[src/rtl/instr_enc_pkg.sv]
// instr_enc_pkg: shared definitions for the RV32I instruction encoder.
//   - OPC_* : 7-bit major opcodes for each supported instruction class
//   - instr_cls_e : instruction class, bit index order matches the one-hot
//                   select vector {lui, jal, jalr, branch, store, load, i, r}
//   - encode() : pure function assembling a 32-bit instruction word
package instr_enc_pkg;

    localparam logic [6:0] OPC_R      = 7'b0110011;
    localparam logic [6:0] OPC_I      = 7'b0010011;
    localparam logic [6:0] OPC_LOAD   = 7'b0000011;
    localparam logic [6:0] OPC_STORE  = 7'b0100011;
    localparam logic [6:0] OPC_BRANCH = 7'b1100011;
    localparam logic [6:0] OPC_JALR   = 7'b1100111;
    localparam logic [6:0] OPC_JAL    = 7'b1101111;
    localparam logic [6:0] OPC_LUI    = 7'b0110111;

    localparam int NUM_CLS = 8;

    typedef enum logic [2:0] {
        CLS_R      = 3'd0,
        CLS_I      = 3'd1,
        CLS_LOAD   = 3'd2,
        CLS_STORE  = 3'd3,
        CLS_BRANCH = 3'd4,
        CLS_JALR   = 3'd5,
        CLS_JAL    = 3'd6,
        CLS_LUI    = 3'd7
    } instr_cls_e;

    // Immediate bits outside each format's field are simply dropped.
    function automatic logic [31:0] encode(
        input instr_cls_e  cls,
        input logic [4:0]  rd,
        input logic [4:0]  rs1,
        input logic [4:0]  rs2,
        input logic [2:0]  funct3,
        input logic [6:0]  funct7,
        input logic [31:0] imm
    );
        logic [31:0] w;
        w = '0;
        case (cls)
            CLS_R:      w = {funct7, rs2, rs1, funct3, rd, OPC_R};
            CLS_I:      w = {imm[11:0], rs1, funct3, rd, OPC_I};
            CLS_LOAD:   w = {imm[11:0], rs1, funct3, rd, OPC_LOAD};
            CLS_JALR:   w = {imm[11:0], rs1, 3'b000, rd, OPC_JALR};
            CLS_STORE:  w = {imm[11:5], rs2, rs1, funct3, imm[4:0], OPC_STORE};
            CLS_BRANCH: w = {imm[12], imm[10:5], rs2, rs1, funct3,
                             imm[4:1], imm[11], OPC_BRANCH};
            CLS_JAL:    w = {imm[20], imm[10:1], imm[11], imm[19:12], rd, OPC_JAL};
            CLS_LUI:    w = {imm[31:12], rd, OPC_LUI};
            default:    w = '0;
        endcase
        return w;
    endfunction

endpackage

[src/rtl/instr_encoder_if.sv]
// instr_encoder_if: request and output-word handshake bundle.
//   Request side : req_valid_i/req_ready_o, one-hot class select, operand fields
//   Output side  : instr_valid_o/instr_ready_i, instr_o, illegal_o pulse
//   modport slave  : the encoder
//   modport master : the requester / consumer
interface instr_encoder_if;
    logic        req_valid_i;
    logic        req_ready_o;
    logic        r_type_i;
    logic        i_type_i;
    logic        load_i;
    logic        store_i;
    logic        branch_i;
    logic        jalr_i;
    logic        jal_i;
    logic        lui_i;
    logic [4:0]  rd_i;
    logic [4:0]  rs1_i;
    logic [4:0]  rs2_i;
    logic [2:0]  funct3_i;
    logic [6:0]  funct7_i;
    logic [31:0] imm_i;
    logic        instr_valid_o;
    logic        instr_ready_i;
    logic [31:0] instr_o;
    logic        illegal_o;

    modport slave (
        input  req_valid_i, r_type_i, i_type_i, load_i, store_i, branch_i,
               jalr_i, jal_i, lui_i, rd_i, rs1_i, rs2_i, funct3_i, funct7_i,
               imm_i, instr_ready_i,
        output req_ready_o, instr_valid_o, instr_o, illegal_o
    );

    modport master (
        output req_valid_i, r_type_i, i_type_i, load_i, store_i, branch_i,
               jalr_i, jal_i, lui_i, rd_i, rs1_i, rs2_i, funct3_i, funct7_i,
               imm_i, instr_ready_i,
        input  req_ready_o, instr_valid_o, instr_o, illegal_o
    );
endinterface

[src/rtl/instr_enc_fifo.sv]
// instr_enc_fifo: circular-buffer FIFO holding encoded words.
//   clk_i, rst_ni : clock, async active-low reset (flushes pointers/count)
//   push, din     : write request / data (ignored when full)
//   ready         : !full, from the registered count only
//   pop           : head consumed (ignored when empty)
//   valid, dout   : head valid / head data (zero when empty)
module instr_enc_fifo #(
    parameter int DEPTH = 2,
    parameter int WIDTH = 32
) (
    input  logic             clk_i,
    input  logic             rst_ni,
    input  logic             push,
    input  logic [WIDTH-1:0] din,
    output logic             ready,
    input  logic             pop,
    output logic             valid,
    output logic [WIDTH-1:0] dout
);
    localparam int AW = (DEPTH > 1) ? $clog2(DEPTH) : 1;
    localparam int CW = $clog2(DEPTH) + 1;

    logic [WIDTH-1:0] mem [DEPTH];
    logic [AW-1:0]    wptr, rptr;
    logic [CW-1:0]    count;
    logic             full, empty, do_push, do_pop;

    assign full    = (count == CW'(DEPTH));
    assign empty   = (count == '0);
    assign do_push = push & ~full;
    assign do_pop  = pop & ~empty;

    always_ff @(posedge clk_i or negedge rst_ni) begin
        if (!rst_ni) begin
            wptr  <= '0;
            rptr  <= '0;
            count <= '0;
        end else begin
            if (do_push) wptr <= wptr + AW'(1);
            if (do_pop)  rptr <= rptr + AW'(1);
            case ({do_push, do_pop})
                2'b10:   count <= count + CW'(1);
                2'b01:   count <= count - CW'(1);
                default: count <= count;
            endcase
        end
    end

    // Storage needs no reset: the head is masked to zero while empty.
    always_ff @(posedge clk_i) begin
        if (do_push) mem[wptr] <= din;
    end

    assign ready = ~full;
    assign valid = ~empty;
    assign dout  = empty ? '0 : mem[rptr];

endmodule

[src/rtl/instr_encoder.sv]
// instr_encoder: assembles RV32I words from a one-hot class select and
// operand fields, queuing them in a small FIFO toward the fetch side.
//   clk_i, rst_ni : clock, async active-low reset
//   bus (slave)   : request handshake + operands, output word handshake,
//                   illegal_o one-cycle pulse after a rejected request
// Optional macro INSTR_ENC_STATS_EN adds:
//   enc_count_o     [31:0] legal words pushed (wraps)
//   illegal_count_o [15:0] illegal requests (saturates)
module instr_encoder
    import instr_enc_pkg::*;
#(
    parameter int DEPTH = 2
) (
    input  logic                   clk_i,
    input  logic                   rst_ni,
    instr_encoder_if.slave         bus
`ifdef INSTR_ENC_STATS_EN
    ,
    output logic [31:0]            enc_count_o,
    output logic [15:0]            illegal_count_o
`endif
);
    logic [NUM_CLS-1:0] sel;
    logic               one_hot, misaligned, illegal;
    logic               req_fire, push;
    logic               fifo_ready;
    logic               illegal_q;
    instr_cls_e         cls;
    logic [31:0]        word;

    assign sel = {bus.lui_i, bus.jal_i, bus.jalr_i, bus.branch_i,
                  bus.store_i, bus.load_i, bus.i_type_i, bus.r_type_i};

    // Exactly one bit set: non-zero and clearing the lowest set bit leaves zero.
    assign one_hot    = (sel != '0) && ((sel & (sel - NUM_CLS'(1))) == '0);
    assign misaligned = (bus.branch_i | bus.jal_i) & bus.imm_i[0];
    assign illegal    = ~one_hot | misaligned;

    always_comb begin
        cls = CLS_R;
        for (int k = 0; k < NUM_CLS; k++) begin
            if (sel[k]) cls = instr_cls_e'(k[2:0]);
        end
    end

    assign word = encode(cls, bus.rd_i, bus.rs1_i, bus.rs2_i,
                         bus.funct3_i, bus.funct7_i, bus.imm_i);

    assign req_fire = bus.req_valid_i & fifo_ready;
    assign push     = req_fire & ~illegal;

    always_ff @(posedge clk_i or negedge rst_ni) begin
        if (!rst_ni) illegal_q <= 1'b0;
        else         illegal_q <= req_fire & illegal;
    end

    instr_enc_fifo #(.DEPTH(DEPTH), .WIDTH(32)) u_fifo (
        .clk_i  (clk_i),
        .rst_ni (rst_ni),
        .push   (push),
        .din    (word),
        .ready  (fifo_ready),
        .pop    (bus.instr_ready_i),
        .valid  (bus.instr_valid_o),
        .dout   (bus.instr_o)
    );

    assign bus.req_ready_o = fifo_ready;
    assign bus.illegal_o   = illegal_q;

`ifdef INSTR_ENC_STATS_EN
    logic [31:0] enc_cnt_q;
    logic [15:0] ill_cnt_q;

    always_ff @(posedge clk_i or negedge rst_ni) begin
        if (!rst_ni) begin
            enc_cnt_q <= '0;
            ill_cnt_q <= '0;
        end else begin
            if (push) enc_cnt_q <= enc_cnt_q + 32'd1;
            if (req_fire && illegal && ill_cnt_q != 16'hFFFF)
                ill_cnt_q <= ill_cnt_q + 16'd1;
        end
    end

    assign enc_count_o     = enc_cnt_q;
    assign illegal_count_o = ill_cnt_q;
`endif

endmodule

[src/flat_wrapper.sv]
// flat-port wrapper written by rule: the top's interface ports become plain ports
module instr_encoder_flat import instr_enc_pkg::*;
#(
    parameter int DEPTH = 2
)
  (clk_i, rst_ni, bus_req_valid_i, bus_r_type_i, bus_i_type_i, bus_load_i, bus_store_i, bus_branch_i, bus_jalr_i, bus_jal_i, bus_lui_i, bus_rd_i, bus_rs1_i, bus_rs2_i, bus_funct3_i, bus_funct7_i, bus_imm_i, bus_instr_ready_i, bus_req_ready_o, bus_instr_valid_o, bus_instr_o, bus_illegal_o);
  instr_encoder_if bus_i ();
  input  logic clk_i;
  input  logic rst_ni;
  input wire logic [$bits(bus_i.req_valid_i)-1:0] bus_req_valid_i;
  input wire logic [$bits(bus_i.r_type_i)-1:0] bus_r_type_i;
  input wire logic [$bits(bus_i.i_type_i)-1:0] bus_i_type_i;
  input wire logic [$bits(bus_i.load_i)-1:0] bus_load_i;
  input wire logic [$bits(bus_i.store_i)-1:0] bus_store_i;
  input wire logic [$bits(bus_i.branch_i)-1:0] bus_branch_i;
  input wire logic [$bits(bus_i.jalr_i)-1:0] bus_jalr_i;
  input wire logic [$bits(bus_i.jal_i)-1:0] bus_jal_i;
  input wire logic [$bits(bus_i.lui_i)-1:0] bus_lui_i;
  input wire logic [$bits(bus_i.rd_i)-1:0] bus_rd_i;
  input wire logic [$bits(bus_i.rs1_i)-1:0] bus_rs1_i;
  input wire logic [$bits(bus_i.rs2_i)-1:0] bus_rs2_i;
  input wire logic [$bits(bus_i.funct3_i)-1:0] bus_funct3_i;
  input wire logic [$bits(bus_i.funct7_i)-1:0] bus_funct7_i;
  input wire logic [$bits(bus_i.imm_i)-1:0] bus_imm_i;
  input wire logic [$bits(bus_i.instr_ready_i)-1:0] bus_instr_ready_i;
  output wire logic [$bits(bus_i.req_ready_o)-1:0] bus_req_ready_o;
  output wire logic [$bits(bus_i.instr_valid_o)-1:0] bus_instr_valid_o;
  output wire logic [$bits(bus_i.instr_o)-1:0] bus_instr_o;
  output wire logic [$bits(bus_i.illegal_o)-1:0] bus_illegal_o;
  assign bus_i.req_valid_i = bus_req_valid_i;
  assign bus_i.r_type_i = bus_r_type_i;
  assign bus_i.i_type_i = bus_i_type_i;
  assign bus_i.load_i = bus_load_i;
  assign bus_i.store_i = bus_store_i;
  assign bus_i.branch_i = bus_branch_i;
  assign bus_i.jalr_i = bus_jalr_i;
  assign bus_i.jal_i = bus_jal_i;
  assign bus_i.lui_i = bus_lui_i;
  assign bus_i.rd_i = bus_rd_i;
  assign bus_i.rs1_i = bus_rs1_i;
  assign bus_i.rs2_i = bus_rs2_i;
  assign bus_i.funct3_i = bus_funct3_i;
  assign bus_i.funct7_i = bus_funct7_i;
  assign bus_i.imm_i = bus_imm_i;
  assign bus_i.instr_ready_i = bus_instr_ready_i;
  assign bus_req_ready_o = bus_i.req_ready_o;
  assign bus_instr_valid_o = bus_i.instr_valid_o;
  assign bus_instr_o = bus_i.instr_o;
  assign bus_illegal_o = bus_i.illegal_o;
  instr_encoder #(.DEPTH(DEPTH)) u_core (.clk_i(clk_i), .rst_ni(rst_ni), .bus(bus_i));
endmodule
[config.mk]
export PLATFORM = sky130hd
export DESIGN_NAME = instr_encoder_flat
export DESIGN_NICKNAME = d
export VERILOG_FILES = /design/src/rtl/instr_enc_pkg.sv /design/src/rtl/instr_encoder_if.sv /design/src/rtl/instr_enc_fifo.sv /design/src/rtl/instr_encoder.sv /design/src/flat_wrapper.sv
export SDC_FILE = /design/constraint.sdc
export NUM_CORES = 1
export LEC_CHECK = 0
export CORE_MARGIN = 3
export CORE_UTILIZATION = 37
export CTS_CLUSTER_DIAMETER = 120
export DETAILED_ROUTE_END_ITERATION = 7
export PLACE_DENSITY = 0.77
export SYNTH_ARGS = -nofsm -noshare
export SYNTH_HDL_FRONTEND = slang
export SYNTH_HIERARCHICAL = 1
export SYNTH_SLANG_ARGS = --single-unit
[constraint.sdc]
create_clock -name clk_i -period 4 [get_ports clk_i]
set_input_delay 0.8 -clock clk_i [delete_from_list [all_inputs] [get_ports clk_i]]
set_output_delay 0.8 -clock clk_i [all_outputs]
set_load 0.02 [all_outputs]
==> run_results.csv, run 1 <==
group,metric,value,unit
pwr,power.density,530.3,nW/um^2
critical_path,cp-end-kind,"output pin",
pwr,finalPower,0.002479,W
place,dpl-instance-area,4463,um^2
synthesis,synth-seq-cells,69,
drt,ant_nets,0,
synthesis,ys_top_cells_by_area,"edfxtp_1, mux2i_1, nor2_1",
flow_run,max_cap_viol_count,0,
drt,vias_per_cell,5.138,
synthesis,yosysTopAreaCellShare,0.5770,
sta,clock_skew,0.008176,ns
global_routing,grt_pass1_wl,12690,um
synthesis,syn_area,3331,um^2
critical_path,worstRegToRegCells,6,
clocking,cts_setup_buffers,0,
place,pre_cts_ws,0.6574,ns
die,rows,33,
critical_path,r2r_start,"u_core/u_fifo/count[0]$_DFFE_PN0P_",
run_status,status,"completed",
critical_path,cp-startpoint,"u_core/u_fifo/rptr$_DFFE_PN0P_",
finish,diodes,0,
sta,slew_headroom,0.3571,
drt,wirelength,7947,um
synthesis,synth_top_area_cell,"edfxtp_1",
synthesis,synth_ff_type,"edfxtp_1",
clocking,hold_buffers,0,
clocking,cts.reportedPaths.clkPinSlew,0.07,ns
finish,syn2layout_area_growth,40.35,%
place,hpwl,5794,um
place,gp_congestion,0.8286,
hold_path,hold_class,"flop to flop",
global_routing,grt_max_degree,34,
finish,fillers,720,
synthesis,yosysSeqAreaShare,0.6146,
synthesis,synthTopCellsByCount,"edfxtp_1, nor2_1, mux2i_1",
critical_path,crit_end,"bus_instr_o[3]",
die,core_area,8464,um^2
synthesis,synth-async-reset-ratio,0.07246,
critical_path,critical_path_class,"flop to output pin",
finish,nets,431,
global_routing,grt_pass1_vias,2528,
die,io_pins,104,
clocking,cts_root_buf,"clkbuf_8",
clocking,cts_num_sinks,69,
critical_path,rrSetupSlack,1.74,ns
synthesis,synth_cell_types,44,
drt,wire_per_inst,16.87,um
hold_path,hp-start,"u_core/u_fifo/wptr$_DFFE_PN0P_",
clocking,cts_buffer_depth,2,
critical_path,cp-start-kind,"flop",
clocking,cts_made_buffers,9,
sta,tightest_slew,0.9644,ns
global_routing,grt_util_all_layers,0.1636,
sta,hold_viol,0,
drt,firstDrtPassIters,4,
synthesis,ys_warn_count,6,
drt,num_vias,2420,
sta,setup_ws,0.8343,ns
synthesis,post-synth-top-count-cell,"edfxtp_1",
drt,drcViolationCount,0,
clocking,cts_tree,"done",
sta,rsz0062_at_grt,"no",
clocking,postCtsResizedCells,0,
sta,final.setup.tns,0,ns
synthesis,synth-edff-count,64,
synthesis,postSynthCellCount,255,
finish,fin_area,4674,um^2
sta,setup_viol,0,
finish,drive_above_1_share,0.1038,
die,start_util,0.3935,
sta,period_share,0.7914,
clocking,htreeDepth,3,
synthesis,syn_area_per_cell,13.06,um^2
clocking,clk_latency,0.33,ns
sta,max_freq,315.9,MHz
die,dieArea,10180,um^2
critical_path,r2r-end,"u_core/u_fifo/mem[0][15]$_DFFE_PP_",
critical_path,required,3.20,ns
sta,finalMaxSlewViolations,0,
drt,first_iter_violations,193,
global_routing,antenna_found_initial,0,
critical_path,crit_arrival,2.37,ns
die,fp.dieW,100.9,um
critical_path,cp_max_fo,33,
pwr,leakagePower,1.709,nW
sta,min_period,3.166,ns
global_routing,grt.overflow.total,0,
die,die_h,100.9,um
place,io_buffers,103,
pwr,ir_drop,303.9,uV
worst max-delay path, stage by stage (launching register included):
cell and delay, ns:
dfrtp_2 0.99, mux2i_1 0.19, nor2_1 0.19, clkdlybuf4s50_1 0.64
metrics by stage:
step	util	cells	hold WS, ns
6_report	0.5523	471	0.5498
5_1_grt	0.5523	471	0.5725
4_1_cts	0.5523	471	0.5513
3_5_place_dp	0.5273	455	0.5412
3_3_place_gp	0.5273	455	0.5318
2_1_floorplan	-	258	0.4608
area by class of cell:
class | count | area, um^2 | share of cell area
flip-flops and latches | 69 | 2048 | 0.4382
multi-input cells | 171 | 1199 | 0.2564
repair buffers | 107 | 1074 | 0.2297
clock buffers | 13 | 168.9 | 0.03613
well taps | 105 | 131.4 | 0.02810
clock inverters | 3 | 42.54 | 0.009101
inverters | 3 | 11.26 | 0.002409
how the worst min path moves through the flow:
stage	end	slack, ns	depth (start not counted)
global placement	u_core/u_fifo/count[1]$_DFFE_PN0P_	0.53	1
CTS	u_core/u_fifo/wptr$_DFFE_PN0P_	0.55	1
detailed placement	u_core/u_fifo/wptr$_DFFE_PN0P_	0.54	1
global route	u_core/u_fifo/wptr$_DFFE_PN0P_	0.57	1
finish	u_core/u_fifo/wptr$_DFFE_PN0P_	0.55	1
floorplan	u_core/u_fifo/wptr$_DFFE_PN0P_	0.46	1
layout by cell type, fill, tap and decap left out, types with 2 or more instances in the layout:
master / instances
a21oi_1: 3
a221o_1: 11
a31oi_1: 2
and2_1: 12
and3_1: 2
buf_4: 3
clkbuf_8: 12
clkdlybuf4s50_1: 103
conb_1: 4
dfrtp_1: 4
edfxtp_1: 64
inv_2: 2
mux2_2: 9
mux2i_1: 33
nand2_1: 9
nand3_1: 2
nand3b_1: 3
nor2_1: 40
nor2_2: 2
nor2_4: 3
nor2b_1: 2
nor3_1: 4
o21ai_0: 9
xnor2_1: 4
xor2_1: 2
registers in the layout (all words and copies together), names as in the netlist:
register,flops
u_core/u_fifo/rptr,1
u_core/bus.illegal_o,1
u_core/u_fifo/wptr,1
u_core/u_fifo/mem,64
u_core/u_fifo/count,2
power breakdown:
part | leakage [nW] | switching, W | internal [W] | total (W)
clock network | 0.106 | 0.000241 | 0.000338 | 0.000580
logic | 0.966 | 0.000472 | 0.000507 | 0.000979
registers | 0.638 | 0.000105 | 0.000815 | 0.000920
total | 1.71 | 0.000818 | 0.00166 | 0.00248
cells by family (layout without fill, tap and decap cells):
family                     count (synthesis)  count (layout)  synth area share
DFF                                       69              69            0.6146
muxes                                     42              42            0.1296
buffers and inverters                     18             126           0.03118
other                                      1               4          0.001126
xor gates and xnor gates                   6               6           0.01578
AOI/OAI and AO/OA                         33              33           0.07739
and+or+nand+nor                           85              85            0.1266
adders and majority gates                  1               1          0.003756
per-layer routing:
layer / GRT usage / wire [um] / vias up
met5: 0 / 0 / -
met4: 0.06943 / 65 / 0
met3: 0.03806 / 575 / 6
met2: 0.2709 / 3972 / 99
met1: 0.2046 / 3334 / 1159
li1: - / - / 1156
(Power assumes the default switching activity.)
==> run 2: changes to the inputs <==
--- a/config.mk
+++ b/config.mk
@@ -9,7 +9,7 @@
 export CORE_UTILIZATION = 37
 export CTS_CLUSTER_DIAMETER = 120
 export DETAILED_ROUTE_END_ITERATION = 7
-export PLACE_DENSITY = 0.77
+export PLACE_DENSITY = 0.79
 export SYNTH_ARGS = -nofsm -noshare
 export SYNTH_HDL_FRONTEND = slang
 export SYNTH_HIERARCHICAL = 1
==> constraint.sdc (replaced) <==
create_clock -name clk_i -period 2.9 [get_ports clk_i]
set_input_delay 0.58 -clock clk_i [delete_from_list [all_inputs] [get_ports clk_i]]
set_output_delay 0.58 -clock clk_i [all_outputs]
set_load 0.02 [all_outputs]
==> run 2 against run 1 <==
Net effect:
- setup slack got worse by 0.64 ns
- design area up 0.78%
- first-iteration DRC count decreased by 35%
- die area unchanged
- sequential power rose by 39%
- critical path depth is the same
- clock-buffer cell count is 2 lower
- via count up 1.9%
- clock power increased by 3%
- combinational power grew 42%
- wire length is 3.3% higher
- sequential share of layout area decreased by 0.28 points
- critical path type unchanged
- largest cell class unchanged
- highest routed layer unchanged
==> run_results.csv, run 2 (synthesized netlist as in run 1, its figures left out) <==
group,metric,value,unit
critical_path,crit_arrival,2.13,ns
clocking,cts_num_sinks,69,
global_routing,grt.overflow.total,0,
clocking,cts_root_buf,"clkbuf_8",
finish,fillers,720,
critical_path,cpMaxStageDelayCell,"dfrtp_4",
pwr,leakagePower,1.728,nW
finish,diodes,0,
die,die_h,100.9,um
drt,num_vias,2465,
global_routing,gr-usage-met3,0.04083,
drt,wire_per_inst,17.17,um
drt,vias_per_cell,5.157,
die,core_area,8464,um^2
place,gp_congestion,0.8228,
sta,min_period,2.711,ns
sta,setup_viol,0,
sta,rsz0062_at_grt,"no",
finish,top_regs,"u_core/u_fifo/mem x64, u_core/u_fifo/count x2",
clocking,clk_latency,0.32,ns
flow_run,max_cap_viol_count,0,
critical_path,cp-start-kind,"flop",
sta,slew_headroom,0.5704,
sta,tightest_slew,0.6444,ns
clocking,hold_buffers,0,
sta,period_share,0.9347,
run_status,status,"completed",
finish,nets,439,
global_routing,grt_use_met2,0.2800,
critical_path,cp_top_family,"flip-flops",
global_routing,grt_max_degree,34,
drt,drcViolationCount,0,
sta,max_freq,368.9,MHz
critical_path,cp-end-kind,"output pin",
drt,first_iter_violations,125,
clocking,cts_tree,"done",
global_routing,use_met1,0.2077,
clocking,cts_buffer_depth,2,
clocking,cts_setup_buffers,0,
sta,finalMaxSlewViolations,0,
sta,hold-worst-slack,0.4711,ns
finish,largest_reg_flops,64,
sta,clock_skew,0.005369,ns
global_routing,grt_pass1_vias,2554,
clocking,htreeDepth,3,
place,io_buffers,103,
finish,final_cell_mix,"clkdlybuf4s50_1, edfxtp_1, nor2_1",
die,rows,33,
global_routing,grt_util_all_layers,0.1650,
critical_path,critical_path_class,"flop to output pin",
drt,wirelength,8209,um
pwr,ir_drop,318.6,uV
clocking,postCtsResizedCells,1,
clocking,cts.reportedPaths.clkPinSlew,0.06,ns
critical_path,required,2.32,ns
finish,syn2layout_area_growth,41.44,%
drt,ant_nets,0,
hold_path,hold_class,"input pin to async pin",
finish,largest-register,"u_core/u_fifo/mem",
die,dieArea,10180,um^2
drt,firstDrtPassIters,4,
place,hpwl,5970,um
die,fp.dieW,100.9,um
clocking,cts_made_buffers,9,
global_routing,gr-max-usage-layer,"met2",
global_routing,grt_pass1_wl,12770,um
critical_path,cp_num_buf_inv,1,
critical_path,crit_path_max_incr_delay,0.81,ns
die,io_pins,104,
finish,drive_above_1_share,0.1099,
finish,final_common_cell,"clkdlybuf4s50_1",
sta,hold_viol,0,
global_routing,antenna_found_initial,0,
critical_path,path_cells,"mux2i_1 > nor2_1 > clkdlybuf4s50_1",
pwr,power.density,694.4,nW/um^2
critical_path,cp_max_fo,33,
sta,final.setup.tns,0,ns
die,start_util,0.3935,
[run 2: final cells by class]
type | count | area (um^2) | share of cell area
Timing Repair Buffer | 115 | 1171 | 0.2486
Inverter | 3 | 11.26 | 0.002390
Multi-Input combinational cell | 171 | 1199 | 0.2544
Clock buffer | 11 | 131.4 | 0.02789
Clock inverter | 4 | 16.27 | 0.003453
Tap cell | 105 | 131.4 | 0.02789
Sequential cell | 69 | 2051 | 0.4353
[run 2: metrics by stage]
stage	instance area [um^2]	util	std cells	power, W	setup slack, ns
floorplan	3344	-	258	0.002052	0.06698
global placement	4561	0.5388	463	0.002697	0.1769
detailed placement	4561	0.5388	463	0.002710	0.1032
CTS	4711	0.5565	478	0.003313	0.1733
global route	4711	0.5565	478	0.003434	0.08190
finish	4711	0.5565	478	0.003271	0.1893
[run 2: power breakdown]
group          switching (W)  total (W)  internal [W]  leakage [nW]
Clock               0.000304   0.000600      0.000296        0.0757
Combinational       0.000667    0.00139      0.000725          1.01
Sequential          0.000151    0.00128       0.00113         0.638
[run 2: routing by layer]
layer,part of all wire,vias to the layer above,wire [um]
li1,-,1171,-
met2,0.51,105,4171
met1,0.41,1185,3350
met4,0.0044,0,36
met5,0,-,0
met3,0.079,4,651
[run 2: final timing paths]
check                                                    from                            endpoint  slack, ns  cells past startpoint
max                            u_core/u_fifo/rptr$_DFFE_PN0P_                      bus_instr_o[7]       0.19                      3
min                                                    rst_ni      u_core/bus.illegal_o$_DFF_PN0_       0.47                      1
max reg2reg                u_core/u_fifo/count[0]$_DFFE_PN0P_  u_core/u_fifo/count[1]$_DFFE_PN0P_       0.87                      7
min reg2reg                u_core/u_fifo/count[1]$_DFFE_PN0P_  u_core/u_fifo/count[1]$_DFFE_PN0P_       0.56                      1
max in group asynchronous                              rst_ni      u_core/u_fifo/rptr$_DFFE_PN0P_       2.22                      1
min in group clk_i         u_core/u_fifo/count[1]$_DFFE_PN0P_  u_core/u_fifo/count[1]$_DFFE_PN0P_       0.56                      1
==> run 3: changes to the inputs <==
--- a/config.mk
+++ b/config.mk
@@ -6,10 +6,10 @@
 export NUM_CORES = 1
 export LEC_CHECK = 0
 export CORE_MARGIN = 3
-export CORE_UTILIZATION = 37
+export CORE_UTILIZATION = 42
 export CTS_CLUSTER_DIAMETER = 120
 export DETAILED_ROUTE_END_ITERATION = 7
-export PLACE_DENSITY = 0.79
+export PLACE_DENSITY = 0.87
 export SYNTH_ARGS = -nofsm -noshare
 export SYNTH_HDL_FRONTEND = slang
 export SYNTH_HIERARCHICAL = 1
==> run 3 against run 2 <==
Net effect:
- non-clock buffer count shrank 1
- utilization grew 7.4 points
- design area up 0.24%
- clock-buffer cell count is 4 higher
- critical path type unchanged
- sequential power hardly changed
- highest routed layer unchanged
- setup slack got worse by 0.042 ns
==> run_results.csv, run 3 (synthesized netlist as in run 1, its figures left out) <==
group,metric,value,unit
critical_path,rrSetupSlack,0.85,ns
die,core_area,7486,um^2
global_routing,grt.overflow.total,0,
place,gp_congestion,0.8768,
die,die_h,95.05,um
die,dieArea,9035,um^2
finish,final_cell_mix,"clkdlybuf4s50_1, edfxtp_1, nor2_1",
pwr,power.density,711.7,nW/um^2
sta,setup_ws,0.1468,ns
critical_path,cp_max_fo,33,
clocking,cts_made_buffers,9,
critical_path,worstRegToRegCells,7,
clocking,htreeDepth,3,
clocking,cts_num_sinks,69,
sta,finalMaxSlewViolations,0,
clocking,cts.reportedPaths.clkPinSlew,0.07,ns
sta,rsz0062_at_grt,"no",
drt,drcViolationCount,0,
pwr,combinationalPowerShare,0.417,
drt,num_vias,2441,
pwr,cell_internal_pwr,0.002213,W
drt,firstDrtPassIters,5,
pwr,finalPower,0.003361,W
pwr,sw_frac_of_total,0.3416,
run_status,status,"completed",
sta,clock_skew,0.01061,ns
drt,first_iter_violations,141,
finish,final_common_cell,"clkdlybuf4s50_1",
finish,drive_above_1_share,0.1126,
place,pre_cts_ws,0.02799,ns
sta,setup_viol,0,
place,io_buffers,103,
finish,area.sequential,2051,um^2
sta,final.setup.tns,0,ns
sta,period_share,0.9494,
critical_path,cp-start-kind,"flop",
critical_path,r2r-end,"u_core/u_fifo/count[1]$_DFFE_PN0P_",
critical_path,required,2.32,ns
finish,top_regs,"u_core/u_fifo/mem x64, u_core/u_fifo/count x2",
pwr,p_sw,0.001148,W
finish,nets,438,
global_routing,grt_pass1_wl,12250,um
global_routing,grt_util_all_layers,0.1841,
clocking,cts_root_buf,"clkbuf_8",
finish,fin_area,4722,um^2
global_routing,grt_pass1_vias,2448,
finish,largest_reg_flops,64,
pwr,clkPwrFrac,0.203,
clocking,cts_buffer_depth,2,
sta,min_period,2.753,ns
finish,diodes,0,
drt,vias_per_cell,5.172,
clocking,cts_setup_buffers,0,
clocking,cts_tree,"done",
die,start_util,0.4449,
die,fp.dieW,95.05,um
critical_path,cp-end-kind,"output pin",
critical_path,critical_path_class,"flop to output pin",
die,io_pins,104,
clocking,clk_latency,0.33,ns
die,rows,31,
hold_path,hold_class,"input pin to async pin",
pwr,ir_drop,375.4,uV
critical_path,r2r_start,"u_core/u_fifo/count[0]$_DFFE_PN0P_",
global_routing,grt_max_degree,34,
place,hpwl,5850,um
sta,hold_viol,0,
finish,multiInputGateArea,1199,um^2
drt,wire_per_inst,17.17,um
flow_run,max_cap_viol_count,0,
sta,slew_headroom,0.5644,
finish,fillers,559,
finish,largest-register,"u_core/u_fifo/mem",
place,dpl-instance-area,4546,um^2
sta,hold-worst-slack,0.4646,ns
pwr,leakagePower,1.731,nW
pwr,seq_power_share,0.380,
drt,ant_nets,0,
critical_path,crit_arrival,2.17,ns
finish,syn2layout_area_growth,41.77,%
sta,max_freq,363.2,MHz
global_routing,antenna_found_initial,0,
sta,tightest_slew,0.6535,ns
drt,wirelength,8103,um
[run 3: worst max-delay path by stage]
stage / cells after the start / from / end
2_1_floorplan: 7 / bus_branch_i / u_core/u_fifo/mem[0][0]$_DFFE_PP_
3_3_place_gp: 9 / bus_jalr_i / u_core/u_fifo/count[1]$_DFFE_PN0P_
3_5_place_dp: 9 / bus_jalr_i / u_core/u_fifo/count[1]$_DFFE_PN0P_
4_1_cts: 3 / u_core/u_fifo/rptr$_DFFE_PN0P_ / bus_instr_o[7]
5_1_grt: 3 / u_core/u_fifo/rptr$_DFFE_PN0P_ / bus_instr_o[7]
6_report: 3 / u_core/u_fifo/rptr$_DFFE_PN0P_ / bus_instr_o[7]
[run 3: metrics by stage]
step,util,instances
2_1_floorplan,-,258
3_5_place_dp,0.6072,456
3_3_place_gp,0.6072,456
5_1_grt,0.6308,472
6_report,0.6308,472
4_1_cts,0.6308,472
[run 3: layout make-up]
class,count,area share
Sequential cell,69,0.4343
Multi-Input combinational cell,171,0.2538
Timing Repair Buffer,114,0.2464
Clock buffer,15,0.03524
Tap cell,99,0.02623
Inverter,3,0.002385
Clock inverter,1,0.001590
[run 3: routing by layer]
layer / GRT usage / wire [um] / vias up
met5: 0 / 0 / -
met4: 0.07692 / 93 / 0
met3: 0.04183 / 780 / 8
met2: 0.3136 / 4042 / 120
met1: 0.2256 / 3186 / 1147
li1: - / - / 1166
[run 3: worst max-delay path, cell delays in order (launching register included)]
cell and delay, ns:
dfrtp_4 0.81, mux2i_1 0.19, nor2_1 0.19, clkdlybuf4s50_1 0.63
[run 3: timing repair]
| action | 4_1_cts | 5_1_grt |
|---|---|---|
| endpoints found under the hold margin | 0 | 0 |
| gates resized for setup | 1 | 0 |
| setup endpoints to repair | 20 | 0 |
| hold buffers | 0 | 0 |
[run 3: power groups by stage]
stage / sequential, W / combinational [W] / clock (W)
6_report: 0.00128 / 0.00140 / 0.000681
5_1_grt: 0.00129 / 0.00149 / 0.000740
4_1_cts: 0.00128 / 0.00141 / 0.000698
3_5_place_dp: 0.00130 / 0.00141 / 0
3_3_place_gp: 0.00129 / 0.00139 / 0
2_1_floorplan: 0.00118 / 0.000874 / 0
